$ cat src/rtl/mrv1_pkg.sv
// mrv1_pkg: shared thread/barrier widths and the per-barrier state record.
// Defaults here size the barrier struct; units parameterised from these
// constants stay consistent with it.
package mrv1_pkg;
  localparam int NUM_THREADS  = 8;
  localparam int NUM_BARRIERS = 8;
  localparam int WID_W        = $clog2(NUM_THREADS);
  localparam int BAR_ID_W     = $clog2(NUM_BARRIERS);
  typedef struct packed {
    logic [WID_W-1:0]       cnt;
    logic [NUM_THREADS-1:0] wmask;
  } bar_state_t;
endpackage

$ cat src/rtl/mrv1_rr_arb.sv
// mrv1_rr_arb: round-robin priority picker.
// Ports: req_i request vector, ptr_i highest-priority index;
// gnt_o one-hot grant, idx_o grant index, vld_o any request.
module mrv1_rr_arb #(
  parameter int N_P = 8,
  localparam int W_LP = (N_P > 1) ? $clog2(N_P) : 1
) (
  input  logic [N_P-1:0]  req_i,
  input  logic [W_LP-1:0] ptr_i,
  output logic [N_P-1:0]  gnt_o,
  output logic [W_LP-1:0] idx_o,
  output logic            vld_o
);
  logic [W_LP-1:0] j;
  // Scan from the farthest offset down so the nearest request at or after ptr_i wins.
  always_comb begin
    idx_o = '0;
    j = '0;
    for (int i = N_P-1; i >= 0; i--) begin
      j = W_LP'((int'(ptr_i) + i) % N_P);
      if (req_i[j]) idx_o = j;
    end
  end
  assign vld_o = |req_i;
  assign gnt_o = vld_o ? N_P'(1) << idx_o : '0;
endmodule

$ cat src/rtl/mrv1_th_sched.sv
// mrv1_th_sched: per-core hardware thread scheduler (spawn, barrier, exit, round-robin issue).
// Ports: wspawn_* spawn request/handshake, barrier_* barrier arrival, exit_* thread exit,
// th_stall_i per-thread stall, issue_* selected thread to fetch (with spawn redirect PC),
// active_mask_o / bar_wait_mask_o / all_idle_o thread status.
module mrv1_th_sched
  import mrv1_pkg::*;
#(
  parameter int NUM_THREADS_P  = NUM_THREADS,
  parameter int NUM_BARRIERS_P = NUM_BARRIERS,
  localparam int wid_width_lp        = $clog2(NUM_THREADS_P),
  localparam int barrier_id_width_lp = $clog2(NUM_BARRIERS_P)
) (
  input  logic                           clk_i,
  input  logic                           rst_ni,
  input  logic                           wspawn_vld_i,
  output logic                           wspawn_rdy_o,
  input  logic [NUM_THREADS_P-1:0]       wspawn_wmask_i,
  input  logic [31:0]                    wspawn_pc_i,
  input  logic                           barrier_vld_i,
  input  logic [wid_width_lp-1:0]        barrier_tid_i,
  input  logic [barrier_id_width_lp-1:0] barrier_id_i,
  input  logic [wid_width_lp-1:0]        barrier_size_m1_i,
  input  logic                           exit_vld_i,
  input  logic [wid_width_lp-1:0]        exit_tid_i,
  input  logic [NUM_THREADS_P-1:0]       th_stall_i,
  output logic                           issue_vld_o,
  input  logic                           issue_rdy_i,
  output logic [wid_width_lp-1:0]        issue_tid_o,
  output logic                           issue_spawn_o,
  output logic [31:0]                    issue_pc_o,
  output logic [NUM_THREADS_P-1:0]       active_mask_o,
  output logic [NUM_THREADS_P-1:0]       bar_wait_mask_o,
  output logic                           all_idle_o
);
  logic [NUM_THREADS_P-1:0] active_q, active_d, start_pend_q, start_pend_d;
  logic [NUM_THREADS_P-1:0] bar_wait, eligible, spawn_set, exit_oh, issue_oh;
  logic [31:0]              spawn_pc_q, spawn_pc_d;
  logic [wid_width_lp-1:0]  rr_ptr_q, rr_ptr_d;
  bar_state_t               bar_q [NUM_BARRIERS_P];
  bar_state_t               bar_d [NUM_BARRIERS_P];
  logic                     issue_fire, bar_arrive;
  always_comb begin
    bar_wait = '0;
    for (int b = 0; b < NUM_BARRIERS_P; b++) bar_wait |= bar_q[b].wmask;
  end
  assign eligible = active_q & ~bar_wait & ~th_stall_i;
  mrv1_rr_arb #(.N_P(NUM_THREADS_P)) u_arb (
    .req_i (eligible),
    .ptr_i (rr_ptr_q),
    .gnt_o (issue_oh),
    .idx_o (issue_tid_o),
    .vld_o (issue_vld_o)
  );
  assign issue_spawn_o   = start_pend_q[issue_tid_o];
  assign issue_pc_o      = spawn_pc_q;
  assign active_mask_o   = active_q;
  assign bar_wait_mask_o = bar_wait;
  assign all_idle_o      = ~|active_q;
  assign wspawn_rdy_o    = ~|start_pend_q;
  assign issue_fire      = issue_vld_o & issue_rdy_i;
  assign spawn_set       = (wspawn_vld_i & wspawn_rdy_o) ? wspawn_wmask_i & ~active_q : '0;
  assign exit_oh         = exit_vld_i ? NUM_THREADS_P'(1) << exit_tid_i : '0;
  // A waiting thread cannot arrive again; such an arrival is dropped.
  assign bar_arrive      = barrier_vld_i & ~bar_wait[barrier_tid_i];
  always_comb begin
    // spawn_set only targets inactive threads, so it never collides with the issue clear.
    active_d     = (active_q & ~exit_oh) | spawn_set;
    start_pend_d = (start_pend_q & ~exit_oh & ~(issue_fire ? issue_oh : '0)) | spawn_set;
    spawn_pc_d   = |spawn_set ? wspawn_pc_i : spawn_pc_q;
    rr_ptr_d     = !issue_fire ? rr_ptr_q :
                   (int'(issue_tid_o) == NUM_THREADS_P-1) ? '0 : issue_tid_o + 1'b1;
    bar_d        = bar_q;
    if (bar_arrive) begin
      if (bar_q[barrier_id_i].cnt == barrier_size_m1_i) bar_d[barrier_id_i] = '0;
      else begin
        bar_d[barrier_id_i].cnt   = bar_q[barrier_id_i].cnt + 1'b1;
        bar_d[barrier_id_i].wmask = bar_q[barrier_id_i].wmask | (NUM_THREADS_P'(1) << barrier_tid_i);
      end
    end
  end
  always_ff @(posedge clk_i or negedge rst_ni) begin
    if (!rst_ni) begin
      active_q     <= NUM_THREADS_P'(1);
      start_pend_q <= '0;
      spawn_pc_q   <= '0;
      rr_ptr_q     <= '0;
      bar_q        <= '{default: '0};
    end else begin
      active_q     <= active_d;
      start_pend_q <= start_pend_d;
      spawn_pc_q   <= spawn_pc_d;
      rr_ptr_q     <= rr_ptr_d;
      bar_q        <= bar_d;
    end
  end
  a_no_double_arrival: assert property (@(posedge clk_i) disable iff (!rst_ni)
    barrier_vld_i |-> !bar_wait[barrier_tid_i]);
endmodule
$ cat config.mk
export PLATFORM = sky130hd
export DESIGN_NAME = mrv1_th_sched
export DESIGN_NICKNAME = d
export VERILOG_FILES = /design/src/rtl/mrv1_pkg.sv /design/src/rtl/mrv1_rr_arb.sv /design/src/rtl/mrv1_th_sched.sv
export SDC_FILE = /design/constraint.sdc
export NUM_CORES = 1
export LEC_CHECK = 0
export CORE_MARGIN = 5
export CORE_UTILIZATION = 55
export CTS_CLUSTER_SIZE = 20
export DETAILED_ROUTE_END_ITERATION = 12
export PLACE_DENSITY = 0.81
export SYNTH_ARGS = -nofsm -noshare
export SYNTH_HDL_FRONTEND = slang
export SYNTH_SLANG_ARGS = --single-unit
$ cat constraint.sdc
create_clock -name clk_i -period 8.1 [get_ports clk_i]
set_input_delay 2.025 -clock clk_i [delete_from_list [all_inputs] [get_ports clk_i]]
set_output_delay 2.025 -clock clk_i [all_outputs]
set_load 0.05 [all_outputs]
==> tab_implementation.tex, run 1 <==
\begin{tabular}{lr}
\hline
Metric & Value \\
\hline
\multicolumn{2}{l}{\textbf{Clock network}} \\
\quad Clock slew at the register clock pins of the worst setup and hold paths & 0.06 ns \\
\quad Deepest clock path buffer count & 2 \\
\quad Clock root buffer master & sky130\_fd\_sc\_hd\_\_clkbuf\_16 \\
\quad \# clock sinks & 139 \\
\quad TritonCTS clock tree & done \\
\quad Hold buffer count at cts & 0 \\
\quad Latest clock arrival within the worst-skew pair & 0.42 ns \\
\quad Number of buffers inserted to repair setup after CTS & 0 \\
\quad Depth of the CTS H-tree & 4 \\
\quad Count of instances resized after the clock tree is built & 0 \\
\quad Total clock buffers created by CTS & 17 \\
\multicolumn{2}{l}{\textbf{Timing}} \\
\quad Maximum clock frequency & 131 MHz \\
\quad Worst Clk Skew & 0.00856 ns \\
\quad Summed negative setup slack over all endpoints & 0 ns \\
\quad Number of endpoints with negative hold slack in the final report & 0 \\
\quad Period minus WS final & 7.66 ns \\
\quad Share of the clock period used by the worst path & 94.6\% \\
\quad Worst hold slack & 0.502 ns \\
\quad Tightest Pin Transition & 1.07 ns \\
\quad Unrepaired setup endpoints after global routing & no \\
\quad Number of pins with negative max-slew slack in the final report & 0 \\
\quad Number of setup violations in the final report & 0 \\
\quad Tightest slew margin relative to the limit & 28.4\% \\
\multicolumn{2}{l}{\textbf{Synth}} \\
\quad Number of synthesized flops with an enable pin & 0 \\
\quad Number of instances in the synthesized netlist & 708 \\
\quad Count of synthesis-stage warnings from yosys & 0 \\
\quad Sequential fraction of the synthesis area & 42.4\% \\
\quad Most used flip-flop cell after synthesis & sky130\_fd\_sc\_hd\_\_dfrtp\_1 \\
\quad Number of different library cells in the post-synthesis netlist & 84 \\
\quad Syn Nets & 779 \\
\quad Number of synthesized register bits & 139 \\
\quad Syn Std Cell Area & 0.00820 sq mm \\
\quad Post-synthesis async set-or-reset flop share & 100\% \\
\quad Mapped Avg Cell Area & 11.6 sq um \\
\multicolumn{2}{l}{\textbf{Placed design}} \\
\quad HPWL after DPL & 16.6 mm \\
\quad Number of buffers added on ports & 120 \\
\quad Area of placed instances & 0.00955 sq mm \\
\quad Number of cells in the design after placement & 986 \\
\quad Weighted congestion reported at the end of routability-driven placement & 0.969 \\
\multicolumn{2}{l}{\textbf{Route}} \\
\quad DRC & 0 \\
\quad Routed WL per cell & 22.7 um \\
\quad Count of routing violations after the opening detailed-route iteration & 592 \\
\quad Detailed-routing iteration count for the pre-antenna-repair pass & 6 \\
\quad Total number of vias & 6600 \\
\quad Detailed Route WL & 23.1 mm \\
\quad Number of routed nets with antenna violations & 0 \\
\quad DR vias/cell & 6.48 \\
\multicolumn{2}{l}{\textbf{Setup path}} \\
\quad Worst endpoint required time & 6.08 ns \\
\quad CP max stage cell & sky130\_fd\_sc\_hd\_\_clkdlybuf4s50\_1 \\
\quad Critical Path Source Type & primary input \\
\quad Maximum fanout along the worst path & 10 \\
\quad Kind of capture point of the worst setup path & primary output \\
\quad Category of the critical setup timing path & primary input to primary output \\
\quad Cell-by-cell trace of the critical path & clkdlybuf4s50\_1 -> nor2b\_1 -> nand2\_1 -> o22ai\_4 -> mux4\_2 -> nor2\_2 -> a311o\_1 -> o2111ai\_4 -> mux2i\_1 -> mux2i\_1 -> mux2\_4 -> clkdlybuf4s50\_1 \\
\quad Critical path's largest stage delay & 0.69 ns \\
\quad Critical path arrival & 5.64 ns \\
\multicolumn{2}{l}{\textbf{Layout}} \\
\quad Commonest non-fill, non-tap cell in the layout & sky130\_fd\_sc\_hd\_\_dfrtp\_1 \\
\quad Proportion of layout cells with a drive suffix above 1 & 26.1\% \\
\quad Count of filler cells inserted in the layout & 1013 \\
\quad Top library cells by usage in the layout, fill and taps aside & 138 x sky130\_fd\_sc\_hd\_\_dfrtp\_1, 128 x sky130\_fd\_sc\_hd\_\_mux2\_2, 119 x sky130\_fd\_sc\_hd\_\_clkdlybuf4s50\_1, 61 x sky130\_fd\_sc\_hd\_\_nand2\_1, 41 x sky130\_fd\_sc\_hd\_\_mux2i\_1 \\
\quad Net count reported at finish & 892 \\
\quad Final instance count without filler cells & 1018 \\
\quad Final core area utilization & 69.7\% \\
\quad Area used by multi-input combinational logic & 0.00450 sq mm \\
\quad Area overhead of the layout relative to synthesis & 24.0\% \\
\quad Number of antenna repair diodes & 0 \\
\quad Final std cell area, no fill & 0.0102 sq mm \\
\quad Footprint of the flip-flops and latches & 0.00348 sq mm \\
\multicolumn{2}{l}{\textbf{Power and ir drop}} \\
\quad Power density of the placed cells & 494 mW/mm\^{}2 \\
\quad Switch Pwr & 2380 uW \\
\quad Internal power component & 2650 uW \\
\quad Clock network fraction of design power & 16.4\% \\
\quad Share of total power consumed by net switching & 47.3\% \\
\quad Leakage power & 0.00440 uW \\
\quad Share of total power in sequential cells & 25.8\% \\
\quad Largest vdd supply drop & 0.355 mV \\
\quad Power share of the combinational group & 57.8\% \\
\multicolumn{2}{l}{\textbf{Die}} \\
\quad Placeable core area & 0.0146 sq mm \\
\quad Die Height & 132 um \\
\quad Number of ports placed on the die boundary & 121 \\
\quad Initial cell density of the core & 56.2\% \\
\quad Number of rows in the core area & 44 \\
\quad Die Outline Area & 0.0175 sq mm \\
\quad Horizontal extent of the die & 132 um \\
\multicolumn{2}{l}{\textbf{Run status}} \\
\quad Run status & finished clean \\
\multicolumn{2}{l}{\textbf{Global routing}} \\
\quad Wire length of the first global-routing pass & 37.1 mm \\
\quad Final global-route overflow total & 0 \\
\quad Largest net degree at the start of global routing & 78 \\
\quad Number of antenna violations at the first check in global routing & 0 \\
\quad GRT Total Usage & 26.5\% \\
\quad Vias in the first global route & 6841 \\
\multicolumn{2}{l}{\textbf{Min path}} \\
\quad Hold/Removal Path Class & flip-flop to flip-flop \\
\multicolumn{2}{l}{\textbf{Run}} \\
\quad Reported max-cap violation count & 0 \\
\hline
\end{tabular}
-- worst max-delay path: cells and delay by family --
family                 cells  cell delay [ns]
AOI/OAI and AO/OA          3             0.82
muxes                      4             0.98
buffers and inverters      2             1.09
and+or+nand+nor            3             0.70
-- per-layer routing --
layer	vias to the layer above	global-route usage [%]	wire, um
met5	-	0	0
met4	0	11.6	823
met3	68	5.50	1530
li1	2906	-	-
met1	3309	33.7	9150
met2	317	43.8	11600
-- worst paths after layout --
check | from | end | slack [ns] | depth (start not counted)
max | th_stall_i[5] | issue_spawn_o | 0.44 | 12
min | bar_q[32]$_DFFE_PN0P_ | bar_q[32]$_DFFE_PN0P_ | 0.50 | 1
max reg2reg | rr_ptr_q[1]$_DFFE_PN0P_ | start_pend_q[7]$_DFF_PN0_ | 4.00 | 18
min reg2reg | bar_q[32]$_DFFE_PN0P_ | bar_q[32]$_DFFE_PN0P_ | 0.50 | 1
max in group asynchronous | rst_ni | issue_pc_o[18]$_DFFE_PN0P_ | 5.14 | 2
min in group asynchronous | rst_ni | issue_pc_o[29]$_DFFE_PN0P_ | 1.58 | 1
-- power groups by stage --
stage | logic [uW] | registers [uW] | clock network, uW
after floorplan | 1790 | 1560 | 0
after global placement | 2830 | 1280 | 0
after detailed placement | 2890 | 1310 | 0
after CTS | 2900 | 1300 | 828
after global routing | 3070 | 1340 | 868
final | 2900 | 1300 | 822
-- cell usage after synthesis, types with 7 or more instances --
master | count | area [sq um]
sky130_fd_sc_hd__nand2b_1 | 7 | 43.8
sky130_fd_sc_hd__nand3_1 | 13 | 65.1
sky130_fd_sc_hd__mux2_2 | 128 | 1440
sky130_fd_sc_hd__o21ai_0 | 18 | 90.1
sky130_fd_sc_hd__nor2b_1 | 14 | 87.6
sky130_fd_sc_hd__nor4_4 | 16 | 340
sky130_fd_sc_hd__nor2_1 | 32 | 120
sky130_fd_sc_hd__mux2i_1 | 41 | 410
sky130_fd_sc_hd__nand4_1 | 19 | 119
sky130_fd_sc_hd__nand2_1 | 61 | 229
sky130_fd_sc_hd__buf_2 | 18 | 90.1
sky130_fd_sc_hd__a221oi_1 | 7 | 61.3
sky130_fd_sc_hd__inv_1 | 12 | 45.0
sky130_fd_sc_hd__nor3_1 | 7 | 35.0
sky130_fd_sc_hd__dfrtp_1 | 138 | 3450
sky130_fd_sc_hd__o2111ai_1 | 13 | 114
sky130_fd_sc_hd__o211ai_1 | 8 | 60.1
sky130_fd_sc_hd__clkbuf_1 | 11 | 41.3
sky130_fd_sc_hd__a21oi_1 | 14 | 70.1
-- through the flow --
stage | total power, uW | setup WS [ns]
3_5_place_dp | 4200 | 0.446
3_3_place_gp | 4110 | 0.492
6_report | 5030 | 0.439
4_1_cts | 5020 | 0.439
2_1_floorplan | 3350 | 1.80
5_1_grt | 5280 | 0.242
-- cell families after synthesis --
logic type	count (synthesis)	synth area share (%)
xor+xnor	10	1.16
simple gates	206	16.3
compound gates	117	11.0
fa+ha+maj	5	0.763
mux	181	25.4
flops	139	42.4
buf+inv	50	2.94
-- registers in the layout, indices dropped and copies added, names as in the netlist --
register and count:
start_pend_q 8, rr_ptr_q 3, bar_q 88, active_mask_o 8
issue_pc_o 32
-- final cells by class --
| cell class | instances | share of cell area [%] |
|---|---|---|
| multi-input cells | 519 | 44.2 |
| flip-flops and latches | 139 | 34.2 |
| clock inverters | 14 | 1.81 |
| repair buffers | 130 | 12.6 |
| inverters | 14 | 0.640 |
| clock buffers | 18 | 4.32 |
| well taps | 184 | 2.26 |
Note: power is estimated with default switching activity, not from simulation.
==> run 2, diff against run 1 <==
- CORE_UTILIZATION: 55 -> 40
- CTS_BUF_LIST: default -> sky130_fd_sc_hd__clkbuf_4 sky130_fd_sc_hd__clkbuf_8
- PLACE_DENSITY: 0.81 -> default
- SKIP_CTS_REPAIR_TIMING: default -> 1
==> tab_implementation.tex, run 2 (synthesis gave the netlist of run 1 again) <==
\begin{tabular}{lr}
\hline
Metric & Value \\
\hline
\multicolumn{2}{l}{\textbf{Run status}} \\
\quad Run status & finished clean (unchanged) \\
\multicolumn{2}{l}{\textbf{Power and ir drop}} \\
\quad Leakage power & 0.00430 uW (was 0.00440 uW) \\
\quad Share of total power consumed by net switching & 48.9\% (was 47.3\%) \\
\quad Switch Pwr & 2360 uW (was 2380 uW) \\
\quad Clock network fraction of design power & 12.2\% (was 16.4\%) \\
\quad Power share of the combinational group & 60.9\% (was 57.8\%) \\
\quad Largest vdd supply drop & 0.282 mV (was 0.355 mV) \\
\quad Power density of the placed cells & 480 mW/mm\^{}2 (was 494 mW/mm\^{}2) \\
\quad Share of total power in sequential cells & 26.9\% (was 25.8\%) \\
\quad Internal power component & 2460 uW (was 2650 uW) \\
\multicolumn{2}{l}{\textbf{Setup path}} \\
\quad Cell-by-cell trace of the critical path & clkdlybuf4s50\_1 -> nor2b\_1 -> nand3\_1 -> mux2i\_1 -> o22ai\_1 -> nor3\_2 -> nand3\_1 -> o2111ai\_4 -> mux2i\_1 -> mux2i\_1 -> mux2\_4 -> clkdlybuf4s50\_1 (was clkdlybuf4s50\_1 -> nor2b\_1 -> nand2\_1 -> o22ai\_4 -> mux4\_2 -> nor2\_2 -> a311o\_1 -> o2111ai\_4 -> mux2i\_1 -> mux2i\_1 -> mux2\_4 -> clkdlybuf4s50\_1) \\
\quad Worst reg2reg setup slack & 4.21 ns (was 4.00 ns) \\
\quad Logic depth of the worst register-to-register path & 13 (was 18) \\
\quad CP max stage cell & sky130\_fd\_sc\_hd\_\_clkdlybuf4s50\_1 (unchanged) \\
\quad Critical path's largest stage delay & 0.70 ns (was 0.69 ns) \\
\quad Critical path arrival & 5.87 ns (was 5.64 ns) \\
\quad Critical Path Source Type & primary input (unchanged) \\
\quad Kind of capture point of the worst setup path & primary output (unchanged) \\
\quad Worst setup path startpoint & th\_stall\_i[6] (was th\_stall\_i[5]) \\
\quad End point of the critical path & issue\_spawn\_o (unchanged) \\
\quad Most frequent CP cell & sky130\_fd\_sc\_hd\_\_mux2i\_1 \\
\quad Worst reg2reg endpoint & rr\_ptr\_q[0]\$\_DFFE\_PN0P\_ (was start\_pend\_q[7]\$\_DFF\_PN0\_) \\
\quad Reg-to-reg startpoint & rr\_ptr\_q[0]\$\_DFFE\_PN0P\_ (was rr\_ptr\_q[1]\$\_DFFE\_PN0P\_) \\
\quad Category of the critical setup timing path & primary input to primary output (unchanged) \\
\quad Maximum fanout along the worst path & 10 (unchanged) \\
\quad Worst endpoint required time & 6.08 ns (about the same) \\
\multicolumn{2}{l}{\textbf{Clock network}} \\
\quad Depth of the CTS H-tree & 4 (unchanged) \\
\quad Clock slew at the register clock pins of the worst setup and hold paths & 0.07 ns (was 0.06 ns) \\
\quad Latest clock arrival within the worst-skew pair & 0.45 ns (was 0.42 ns) \\
\quad TritonCTS clock tree & done (unchanged) \\
\quad Total clock buffers created by CTS & 17 (unchanged) \\
\quad Clock root buffer master & sky130\_fd\_sc\_hd\_\_clkbuf\_8 (was sky130\_fd\_sc\_hd\_\_clkbuf\_16) \\
\quad \# clock sinks & 139 (unchanged) \\
\quad Deepest clock path buffer count & 2 (unchanged) \\
\multicolumn{2}{l}{\textbf{Layout}} \\
\quad Area overhead of the layout relative to synthesis & 22.6\% (was 24.0\%) \\
\quad Max reg flops & 88 (unchanged) \\
\quad Top register by number of flip-flops & bar\_q (unchanged) \\
\quad Net count reported at finish & 892 (unchanged) \\
\quad Number of antenna repair diodes & 0 (unchanged) \\
\quad Final std cell area, no fill & 0.0101 sq mm (was 0.0102 sq mm) \\
\quad Proportion of layout cells with a drive suffix above 1 & 26.0\% (was 26.1\%) \\
\quad Count of filler cells inserted in the layout & 1811 (was 1013) \\
\quad Top library cells by usage in the layout, fill and taps aside & 138 x sky130\_fd\_sc\_hd\_\_dfrtp\_1, 128 x sky130\_fd\_sc\_hd\_\_mux2\_2, 119 x sky130\_fd\_sc\_hd\_\_clkdlybuf4s50\_1, 61 x sky130\_fd\_sc\_hd\_\_nand2\_1, 41 x sky130\_fd\_sc\_hd\_\_mux2i\_1 (unchanged) \\
\quad Commonest non-fill, non-tap cell in the layout & sky130\_fd\_sc\_hd\_\_dfrtp\_1 (unchanged) \\
\multicolumn{2}{l}{\textbf{Global routing}} \\
\quad Largest net degree at the start of global routing & 76 (was 78) \\
\quad Number of antenna violations at the first check in global routing & 0 (unchanged) \\
\quad GRT Total Usage & 20.7\% (was 26.5\%) \\
\quad Final global-route overflow total & 0 (unchanged) \\
\quad Vias in the first global route & 6751 (was 6841) \\
\quad Wire length of the first global-routing pass & 38.7 mm (was 37.1 mm) \\
\multicolumn{2}{l}{\textbf{Route}} \\
\quad Detailed Route WL & 24.2 mm (was 23.1 mm) \\
\quad Detailed-routing iteration count for the pre-antenna-repair pass & 5 (was 6) \\
\quad DR vias/cell & 5.82 (was 6.48) \\
\quad Count of routing violations after the opening detailed-route iteration & 424 (was 592) \\
\quad Routed WL per cell & 21.9 um (was 22.7 um) \\
\quad Total number of vias & 6410 (was 6600) \\
\quad Number of routed nets with antenna violations & 0 (unchanged) \\
\quad DRC & 0 (unchanged) \\
\multicolumn{2}{l}{\textbf{Die}} \\
\quad Number of ports placed on the die boundary & 121 (unchanged) \\
\quad Die Height & 153 um (was 132 um) \\
\quad Number of rows in the core area & 52 (was 44) \\
\quad Placeable core area & 0.0202 sq mm (was 0.0146 sq mm) \\
\quad Initial cell density of the core & 40.5\% (was 56.2\%) \\
\quad Die Outline Area & 0.0235 sq mm (was 0.0175 sq mm) \\
\quad Horizontal extent of the die & 153 um (was 132 um) \\
\multicolumn{2}{l}{\textbf{Timing}} \\
\quad Tightest Pin Transition & 0.995 ns (was 1.07 ns) \\
\quad Maximum clock frequency & 127 MHz (was 131 MHz) \\
\quad Unrepaired setup endpoints after global routing & no (unchanged) \\
\quad Number of pins with negative max-slew slack in the final report & 0 (unchanged) \\
\quad Worst Clk Skew & 0.0188 ns (was 0.00856 ns) \\
\quad Number of endpoints with negative hold slack in the final report & 0 (unchanged) \\
\quad Number of setup violations in the final report & 0 (unchanged) \\
\quad Share of the clock period used by the worst path & 97.5\% (was 94.6\%) \\
\quad Summed negative setup slack over all endpoints & 0 ns (unchanged) \\
\quad Period minus WS final & 7.90 ns (was 7.66 ns) \\
\quad Tightest slew margin relative to the limit & 33.3\% (was 28.4\%) \\
\multicolumn{2}{l}{\textbf{Placed design}} \\
\quad Area of placed instances & 0.00965 sq mm (was 0.00955 sq mm) \\
\quad Number of buffers added on ports & 120 (unchanged) \\
\quad Weighted congestion reported at the end of routability-driven placement & 0.921 (was 0.969) \\
\quad HPWL after DPL & 17.7 mm (was 16.6 mm) \\
\multicolumn{2}{l}{\textbf{Run}} \\
\quad Reported max-cap violation count & 0 (unchanged) \\
\multicolumn{2}{l}{\textbf{Min path}} \\
\quad Hold/Removal Path Class & flip-flop to flip-flop (unchanged) \\
\hline
\end{tabular}
## run 2: cell types whose count changed in the layout (fill, tap and decap cells not counted)
cell                        before  now
sky130_fd_sc_hd__o21ai_2         0    1
sky130_fd_sc_hd__o21ai_4         1    0
sky130_fd_sc_hd__clkbuf_8        1   18
sky130_fd_sc_hd__inv_8           2    0
sky130_fd_sc_hd__clkbuf_16      17    0
sky130_fd_sc_hd__clkinv_4        1    2
sky130_fd_sc_hd__clkbuf_4        0    2
sky130_fd_sc_hd__inv_6           4    1
## run 2: cell type report
type / instances / area (sq um) / share of cell area, %
Clock buffer: 20 / 263 / 2.61
Multi-Input combinational cell: 519 / 4490 / 44.6
Tap cell: 270 / 338 / 3.36
Timing Repair Buffer: 130 / 1280 / 12.7
Inverter: 14 / 65.1 / 0.647
Clock inverter: 10 / 144 / 1.43
Sequential cell: 139 / 3480 / 34.6
## run 2: worst max-delay path, delay by kind of cell
kind / cells / cell delay [ns]
simple gates: 4 / 1.32
buf+inv: 2 / 1.11
mux: 4 / 1.00
compound gates: 2 / 0.41
## run 2: worst min path at each step
stage                          start                    end  slack [ns]  cells past startpoint
5_1_grt        bar_q[32]$_DFFE_PN0P_  bar_q[32]$_DFFE_PN0P_        0.51                      1
6_report       bar_q[32]$_DFFE_PN0P_  bar_q[32]$_DFFE_PN0P_        0.50                      1
4_1_cts        bar_q[32]$_DFFE_PN0P_  bar_q[32]$_DFFE_PN0P_        0.50                      1
3_5_place_dp   bar_q[32]$_DFFE_PN0P_  bar_q[32]$_DFFE_PN0P_        0.49                      1
3_3_place_gp   bar_q[53]$_DFFE_PN0P_  bar_q[53]$_DFFE_PN0P_        0.48                      1
2_1_floorplan  bar_q[53]$_DFFE_PN0P_  bar_q[53]$_DFFE_PN0P_        0.46                      1
## run 2: metal layers
| layer | wire (um) | GRT usage [%] | vias to the layer above |
|---|---|---|---|
| met1 | 10300 | 27.4 | 3227 |
| li1 | - | - | 2910 |
| met4 | 601 | 7.59 | 0 |
| met5 | 0 | 0 | - |
| met2 | 12000 | 34.2 | 229 |
| met3 | 1250 | 3.73 | 44 |
## run 2: through the flow
stage / cells / power (uW) / hold slack [ns] / worst slack (ns) / util, %
finish: 1102 / 4830 / 0.503 / 0.201 / 49.7
global route: 1102 / 5090 / 0.508 / 0.0458 / 49.7
CTS: 1102 / 4840 / 0.504 / 0.218 / 49.7
detailed placement: 1072 / 4240 / 0.488 / 0.216 / 47.7
global placement: 1072 / 4210 / 0.478 / 0.234 / 47.7
floorplan: 708 / 3350 / 0.464 / 1.80 / -
## run 2: power groups by stage
stage | clock network [uW] | registers [uW] | logic (uW)
6_report | 588 | 1300 | 2940
5_1_grt | 631 | 1340 | 3120
3_5_place_dp | 0 | 1310 | 2930
2_1_floorplan | 0 | 1560 | 1790
3_3_place_gp | 0 | 1290 | 2920
4_1_cts | 601 | 1300 | 2940
